## src/rtl/saber_cbd_sampler.sv

```systemverilog
// Centered-binomial (mu = 8) secret sampler: turns SHAKE output words into packed
// 13-bit coefficients, four per 64-bit BRAM word, through a small elastic FIFO.
module saber_cbd_sampler #(
   parameter int N_COEFF    = 256,
   parameter int FIFO_DEPTH = 16,
   parameter int Q_BITS     = 13
) (
   input  logic        clk,
   input  logic        rst,
   input  logic        start,
   input  logic [8:0]  base_addr,
   input  logic [63:0] din,
   input  logic        din_valid,
   output logic [63:0] dout,
   output logic        we,
   output logic [8:0]  wt_address,
   output logic        done,
   output logic        overflow
);

   localparam int IN_WORDS  = N_COEFF / 8;
   localparam int OUT_WORDS = N_COEFF / 4;
   localparam int PTR_W     = $clog2(FIFO_DEPTH);
   localparam int IN_CW     = $clog2(IN_WORDS + 1);
   localparam int OUT_CW    = $clog2(OUT_WORDS);

   typedef enum logic [1:0] {S_IDLE, S_RUN, S_DONE} state_t;

   state_t            state;
   logic [63:0]       mem [FIFO_DEPTH];
   logic [PTR_W-1:0]  wr_ptr, rd_ptr;
   logic [PTR_W:0]    count;
   logic [63:0]       hold;
   logic              hold_valid;
   logic              half;
   logic [IN_CW-1:0]  in_cnt;
   logic [OUT_CW-1:0] out_cnt;
   logic [8:0]        base;

   logic fifo_empty, fifo_full, pop, push_req, push, drop;

   // Four bytes -> four lanes of {zero pad, popcount(lo nibble) - popcount(hi nibble) mod 2^Q_BITS}.
   function automatic logic [63:0] cbd_pack(input logic [31:0] bytes4);
      logic [63:0]       lanes;
      logic [7:0]        b;
      logic [2:0]        pos, neg;
      logic [Q_BITS-1:0] coef;
      lanes = '0;
      for (int k = 0; k < 4; k++) begin
         b    = bytes4[8*k +: 8];
         pos  = 3'(b[0]) + 3'(b[1]) + 3'(b[2]) + 3'(b[3]);
         neg  = 3'(b[4]) + 3'(b[5]) + 3'(b[6]) + 3'(b[7]);
         coef = Q_BITS'(pos) - Q_BITS'(neg);
         lanes[16*k +: 16] = {{(16-Q_BITS){1'b0}}, coef};
      end
      return lanes;
   endfunction

   // Pop refills the hold register when it is empty or is releasing its high half,
   // so one output word leaves every cycle while the FIFO has data.
   always_comb begin
      fifo_empty = (count == '0);
      fifo_full  = (count == (PTR_W+1)'(FIFO_DEPTH));
      pop        = (state == S_RUN) && !fifo_empty && (!hold_valid || half);
      push_req   = (state == S_RUN) && din_valid && !start && (in_cnt < IN_CW'(IN_WORDS));
      push       = push_req && (!fifo_full || pop);
      drop       = push_req && fifo_full && !pop;
   end

   // NOTE: the FIFO storage has no reset; the pointers and count alone define its contents.
   always_ff @(posedge clk) begin
      if (push) mem[wr_ptr] <= din;
   end

   // NOTE: all state below uses non-blocking assignments so every register samples pre-edge values.
   always_ff @(posedge clk or negedge rst) begin
      if (!rst) begin
         state      <= S_IDLE;
         wr_ptr     <= '0;
         rd_ptr     <= '0;
         count      <= '0;
         hold       <= '0;
         hold_valid <= 1'b0;
         half       <= 1'b0;
         in_cnt     <= '0;
         out_cnt    <= '0;
         base       <= '0;
         dout       <= '0;
         we         <= 1'b0;
         wt_address <= '0;
         done       <= 1'b0;
         overflow   <= 1'b0;
      end else if (start) begin
         state      <= S_RUN;
         wr_ptr     <= '0;
         rd_ptr     <= '0;
         count      <= '0;
         hold_valid <= 1'b0;
         half       <= 1'b0;
         in_cnt     <= '0;
         out_cnt    <= '0;
         base       <= base_addr;
         we         <= 1'b0;
         done       <= 1'b0;
         overflow   <= 1'b0;
      end else begin
         we   <= 1'b0;
         done <= (state == S_DONE);
         if (state == S_RUN) begin
            if (hold_valid) begin
               we         <= 1'b1;
               dout       <= half ? cbd_pack(hold[63:32]) : cbd_pack(hold[31:0]);
               wt_address <= base + 9'(out_cnt);
               out_cnt    <= out_cnt + 1'b1;
               half       <= ~half;
               if (half) hold_valid <= 1'b0;
               if (out_cnt == OUT_CW'(OUT_WORDS - 1)) state <= S_DONE;
            end
            if (pop) begin
               hold       <= mem[rd_ptr];
               hold_valid <= 1'b1;
               half       <= 1'b0;
               rd_ptr     <= rd_ptr + 1'b1;
            end
            if (push) begin
               wr_ptr <= wr_ptr + 1'b1;
               in_cnt <= in_cnt + 1'b1;
            end
            count <= count + (PTR_W+1)'(push) - (PTR_W+1)'(pop);
            if (drop) overflow <= 1'b1;
         end
      end
   end

endmodule

```

## config.mk

```make
export PLATFORM = sky130hd
export DESIGN_NAME = saber_cbd_sampler
export DESIGN_NICKNAME = d
export VERILOG_FILES = /design/src/rtl/saber_cbd_sampler.sv
export SDC_FILE = /design/constraint.sdc
export NUM_CORES = 1
export LEC_CHECK = 0
export BUFFER_PORTS_ARGS = -buffer_cell sky130_fd_sc_hd__buf_2
export CAP_MARGIN = 20
export CORE_MARGIN = 3
export CORE_UTILIZATION = 55
export CTS_BUF_LIST = sky130_fd_sc_hd__clkbuf_4 sky130_fd_sc_hd__clkbuf_8
export DETAILED_ROUTE_END_ITERATION = 6
export PLACE_DENSITY = 0.77
export SETUP_SLACK_MARGIN = 0.2
export SYNTH_ARGS = -nofsm -noshare
export SYNTH_HDL_FRONTEND = slang
export SYNTH_SLANG_ARGS = --single-unit
export TNS_END_PERCENT = 5
```

## constraint.sdc

```tcl
create_clock -name clk -period 8.05 [get_ports clk]
set_input_delay 1.61 -clock clk [delete_from_list [all_inputs] [get_ports clk]]
set_output_delay 1.61 -clock clk [all_outputs]
set_load 0.05 [all_outputs]
```

==> results of run 1 <==
[synth_stat cells (18+ instances only)]
| library cell | count |
|---|---|
| buf_2 | 53 |
| fa_1 | 42 |
| mux2_2 | 73 |
| edfxtp_1 | 1024 |
| ha_1 | 35 |
| xor2_1 | 18 |
| o22ai_1 | 128 |
| buf_4 | 60 |
| dfrtp_1 | 130 |
| inv_1 | 92 |
| mux4_2 | 256 |
| a21oi_1 | 79 |
| nand2_1 | 47 |
| nor2_1 | 34 |
| clkbuf_1 | 37 |
| o21ai_0 | 31 |
[routing by layer]
metal  global-route usage  part of all wire  routed length (um)
met5                    0           0.00029                  27
met1                0.307              0.39               37100
met4               0.0685             0.020                1870
met3               0.0546             0.092                8680
met2                0.362              0.50               46900
[critical path, cell delays in order]
cell and delay (ps):
buf_2 380, nor4_2 680, and2_1 470, inv_2 140, ha_1 310, inv_1 50, ha_1 200, fa_1 440
a21oi_1 200, o21bai_1 100, xnor2_1 140, or4_1 390, o21ai_0 90
[per-stage QoR]
step	utilization	worst slack (ps)	total power (W)	std cells
after floorplan	-	142	0.0110	2273
after global placement	0.575	2940	0.0125	3351
after detailed placement	0.575	2770	0.0127	3351
after CTS	0.619	3670	0.0176	3676
after global routing	0.620	3390	0.0183	3678
final	0.620	3560	0.0175	3681
[sequential cells by signal, indices dropped and copies added (netlist names)]
name / cells
mem: 1024
hold: 64
dout: 16
base: 9
wt_address: 9
in_cnt: 6
out_cnt: 6
count: 5
rd_ptr: 4
wr_ptr: 4
state: 2
done: 1
half: 1
hold_valid: 1
overflow: 1
we: 1
[worst paths after layout]
| path | slack (ps) | startpoint | to |
|---|---|---|---|
| max | 3560 | start | count[4] |
| min reg2reg | 480 | wt_address[7] | wt_address[7] |
| min | 480 | wt_address[7] | wt_address[7] |
| max reg2reg | 4080 | state[1] | count[4] |
| max in group asynchronous | 5730 | rst | rd_ptr[1] |
| min in group asynchronous | 820 | rst | count[4] |
[area by class of cell]
| type | count | area share |
|---|---|---|
| Antenna cell | 4 | 0.000196 |
| Multi-Input combinational cell | 859 | 0.208 |
| Inverter | 94 | 0.00692 |
| Clock buffer | 263 | 0.0621 |
| Tap cell | 1070 | 0.0263 |
| Clock inverter | 62 | 0.00977 |
| Timing Repair Buffer | 175 | 0.0198 |
| Sequential cell | 1154 | 0.667 |
[cell families (layout without fill, tap and decap cells)]
group | after synthesis | in the layout | synth area share
flip-flops | 1154 | 1154 | 0.742
XOR/XNOR | 29 | 29 | 0.00554
AO/OA/AOI/OAI | 266 | 266 | 0.0341
AND/OR/NAND/NOR | 137 | 137 | 0.0152
other | 1 | 16 | 0.0000819
multiplexers | 338 | 338 | 0.146
buffers and inverters | 260 | 594 | 0.0292
adder cells (fa/ha/maj) | 77 | 77 | 0.0279
[power by group]
group | internal, W | switching (W) | total, W
combinational | 0.00221 | 0.00323 | 0.00544
sequential | 0.00682 | 0.000322 | 0.00714
clock | 0.00270 | 0.00223 | 0.00492
==> results.json, run 1 <==
{
  "cts_resized": 0,
  "yosysWarnings": 0,
  "core-area_um2": 82200,
  "synth_seq_cells": 1154,
  "syn_inst": 2262,
  "synth_cell_types": 56,
  "synth_edf_count": 1024,
  "yosysTopAreaCell": "edfxtp_1",
  "synth_seq_area_share": 0.742,
  "power_density_nw_per_um2": 344,
  "hold_depth": 2,
  "setup_viol": 0,
  "endpoint_kind": "register",
  "clockBufferDepth": 3,
  "worstPathMaxFanout": 45,
  "hpwl_um": 52000,
  "initial_core_util": 0.557,
  "cts_buffers": 173,
  "cts_setup_buffers": 0,
  "synthArstFlopShare": 0.113,
  "grt_antenna_before_repair": 8,
  "finalCriticalPeriod_ps": 4490,
  "worst_pin_slew_ps": 1150,
  "slew_viol_final": 0,
  "syn_area_per_cell_um2": 20.3,
  "io_pins": 153,
  "antenna_left": 0,
  "finalCritPeriodShare": 0.557,
  "dr_total_vias": 22576,
  "overflow": 0,
  "cts.clk_slew.worst_paths_ps": 60,
  "worstPathArrival_ps": 5220,
  "rows": 105,
  "drc_errors": 0,
  "placed_cell_area_um2": 47300,
  "status": "finished, final reports clean",
  "cts_tree": "done",
  "cts.sinks": 1154,
  "finalNetCount": 2611,
  "track_usage": 0.224,
  "hold_path_class": "reg2reg",
  "place_congestion": 0.802,
  "drv_cap": 0,
  "hold_buffers": 0,
  "relSlewSlack": 0.236,
  "startpoint_type": "input port",
  "synthFlopType": "edfxtp_1",
  "grt_pass1_vias": 23731,
  "cp.required_ps": 8780,
  "layout_common_cells": "1024 x edfxtp_1, 256 x mux4_2, 190 x clkbuf_8",
  "clockRootBuffer": "clkbuf_8",
  "fin_worst_skew_ps": 41.6,
  "routed_wl_um": 94600,
  "htreeDepth": 4,
  "drtPass1Iterations": 6,
  "grt_max_degree": 89,
  "setup_tns_ps": 0,
  "drive_gt1_frac": 0.321,
  "hold_viol_final": 0,
  "first_iter_violations": 2307,
  "area_growth_pct": 11.3,
  "wire_per_inst_um": 25.7,
  "p_leak_nw": 17.1,
  "crit_type": "in2reg",
  "die_area_um2": 86800,
  "die_w_um": 295,
  "numPortBuffers": 140,
  "clock_latency_ps": 830,
  "yosysTopAreaCellShare": 0.671,
  "multi_input_comb_area_um2": 10600,
  "max_freq_mhz": 223,
  "via_per_inst": 6.13,
  "grt_pass1_wl_um": 145000,
  "rsz0062_at_grt": "no",
  "die-height_um": 295,
  "fillCellCount": 5425,
  "worst-r2r-cell-count": 13,
  "synth_area_leaders": "edfxtp_1 67%, mux4_2 13%, dfrtp_1 7.1%",
  "regArea_um2": 34000,
  "ir_drop_v": 0.000265,
  "worst_hold_slack_ps": 476,
  "netlist_area_um2": 45800,
  "final_cell_area_um2": 51000,
  "mostFrequentLayoutCell": "edfxtp_1"
}
Note: power is estimated with default switching activity, not from simulation.
==> inputs of run 2 (changes only) <==
ABC_AREA = 1   (was not set)
clock period = 4.5 ns   (was 8.05 ns; I/O delays follow)
==> results.json, run 2 <==
{
  "pwr-share-clk": 0.265,
  "report.power.total_w": 0.0318,
  "die-height_um": 302,
  "place_congestion": 0.836,
  "worst_hold_slack_ps": 27.1,
  "drtPass1Iterations": 6,
  "yosysTopAreaCell": "edfxtp_1",
  "hpwl_um": 62900,
  "clockBufferDepth": 3,
  "drv_cap": 0,
  "cp.required_ps": 4980,
  "synth_area_leaders": "edfxtp_1 64%, nand2_1 14%, dfrtp_1 6.7%",
  "swShare": 0.373,
  "cts_buffers": 176,
  "synth_seq_area_share": 0.704,
  "power_frac_comb": 0.335,
  "slew_viol_final": 0,
  "status": "finished, final reports clean",
  "worst_pin_slew_ps": 1300,
  "finalCriticalPeriod_ps": 3200,
  "p_sw_w": 0.0119,
  "cts_setup_buffers": 0,
  "worstPathArrival_ps": 3690,
  "dp_cells": 5372,
  "yosysWarnings": 0,
  "grt_antenna_before_repair": 9,
  "drc_errors": 0,
  "stdcell_count": 5696,
  "largest_register_ffs": 1024,
  "endpoint_kind": "register",
  "finalCritPeriodShare": 0.712,
  "hold_path_class": "in2async",
  "setup_viol": 0,
  "relSlewSlack": 0.130,
  "synth_commonest_cells": "1744 x nand2_1, 1024 x edfxtp_1, 542 x nand3_1",
  "max_freq_mhz": 312,
  "cts.clk_slew.worst_paths_ps": 60,
  "ir_drop_v": 0.000586,
  "synth_cell_types": 35,
  "syn_area_per_cell_um2": 11.3,
  "wire_per_inst_um": 20.7,
  "finalNetCount": 4549,
  "antenna_left": 0,
  "die_area_um2": 91400,
  "die_w_um": 302,
  "cts_tree": "done",
  "r2r_end": "mem[12][52]",
  "first_iter_violations": 4165,
  "grt_max_degree": 207,
  "placed_cell_area_um2": 49900,
  "netlist_area_um2": 48300,
  "rows": 108,
  "numPortBuffers": 140,
  "p_leak_nw": 21.1,
  "cts_resized": 0,
  "hold_viol_final": 0,
  "io_pins": 153,
  "via_per_inst": 5.68,
  "crit_type": "reg2reg",
  "overflow": 0,
  "critPathLaunch": "half",
  "track_usage": 0.260,
  "syn_inst": 4275,
  "drive_gt1_frac": 0.115,
  "grt_pass1_wl_um": 180000,
  "intPower_w": 0.0199,
  "dr_total_vias": 32347,
  "synthArstFlopShare": 0.113,
  "yosysTopAreaCellShare": 0.637,
  "fin_ws_ps": 1300,
  "clock_latency_ps": 860,
  "area_growth_pct": 10.5,
  "cts.sinks": 1154,
  "layout_common_cells": "1743 x nand2_1, 1024 x edfxtp_1, 542 x nand3_1",
  "mostFrequentLayoutCell": "nand2_1",
  "core-area_um2": 86900,
  "dp_slack_ps": 960,
  "startpoint_type": "register",
  "hold_buffers": 0,
  "pwr-share-seq": 0.401,
  "htreeDepth": 4,
  "clockRootBuffer": "clkbuf_8",
  "final_cell_area_um2": 53400,
  "rsz0062_at_grt": "no",
  "synthFlopType": "edfxtp_1",
  "top_register": "mem",
  "worst-r2r-cell-count": 9,
  "synth.most_common_cell": "nand2_1",
  "synth_seq_cells": 1154,
  "worstPathMaxFanout": 55,
  "r2r_slack_ps": 1300,
  "timing.rr.start": "half",
  "initial_core_util": 0.556,
  "synth_edf_count": 1024,
  "fin_worst_skew_ps": 49.6,
  "power_density_nw_per_um2": 596,
  "grt_pass1_vias": 31374,
  "routed_wl_um": 118000,
  "endpoint": "mem[12][52]",
  "reg_top3": "mem: 1024 flops, hold: 64 flops, dout: 16 flops"
}
run 2: changes by cell type after synthesis, moves of 73 or more:
cell / previous run / this run
nand2_1: 47 / 1744
nand3_1: 10 / 542
mux4_2: 256 / 0
o22ai_1: 128 / 1
buf_2: 53 / 141
mux2_2: 73 / 0
run 2: worst max-delay path, cell delays in order, from the launching register on:
cell and delay [ps]:
dfrtp_1 320, buf_4 230, inv_2 200, nand2_1 170, nand3_4 130, nand2_1 320, nand2_2 90, buf_4 320
nor3_4 550, buf_12 450
run 2: cell families (layout without fill, tap and decap cells):
logic type / after synthesis / after routing / share of synthesized area
xor gates and xnor gates: 15 / 15 / 0.00272
DFF: 1154 / 1154 / 0.704
AOI/OAI and AO/OA: 184 / 184 / 0.0199
other: 1 / 19 / 0.0000776
buffers and inverters: 407 / 655 / 0.0408
and+or+nand+nor: 2437 / 2437 / 0.206
adders and majority gates: 77 / 77 / 0.0265
run 2: area by class of cell:
class / instances / area, um2
Sequential cell: 1154 / 34000
Inverter: 131 / 519
Multi-Input combinational cell: 2725 / 12600
Antenna cell: 7 / 17.5
Clock inverter: 69 / 423
Timing Repair Buffer: 207 / 1400
Tap cell: 1155 / 1450
Fill cell: 6413 / 33500
Clock buffer: 248 / 2990
run 2: power groups by stage:
stage	clock, W	combinational (W)	sequential [W]
6_report	0.00841	0.0106	0.0127
3_5_place_dp	0	0.0105	0.0129
2_1_floorplan	0	0.00759	0.0131
4_1_cts	0.00851	0.0106	0.0127
5_1_grt	0.00900	0.0119	0.0128
3_3_place_gp	0	0.0102	0.0129
run 2: worst min path at each step:
stage                             start       endpoint  slack, ps
after detailed placement  wt_address[0]  wt_address[0]        460
after global routing                rst        base[8]         60
after floorplan                 base[0]        base[0]        450
after CTS                           rst        base[8]         40
final                               rst  wt_address[6]         30
after global placement    wt_address[0]  wt_address[0]        450
run 2: metrics by stage:
stage | TNS, ps | util
2_1_floorplan | -156170 | -
5_1_grt | 0 | 0.614
6_report | 0 | 0.614
3_5_place_dp | 0 | 0.575
3_3_place_gp | 0 | 0.575
4_1_cts | 0 | 0.614
run 2: per-layer routing:
metal  GRT usage  wire length (um)
met1       0.356             45900
met2       0.405             55300
met3      0.0599             13100
met4       0.104              3760
met5           0                13
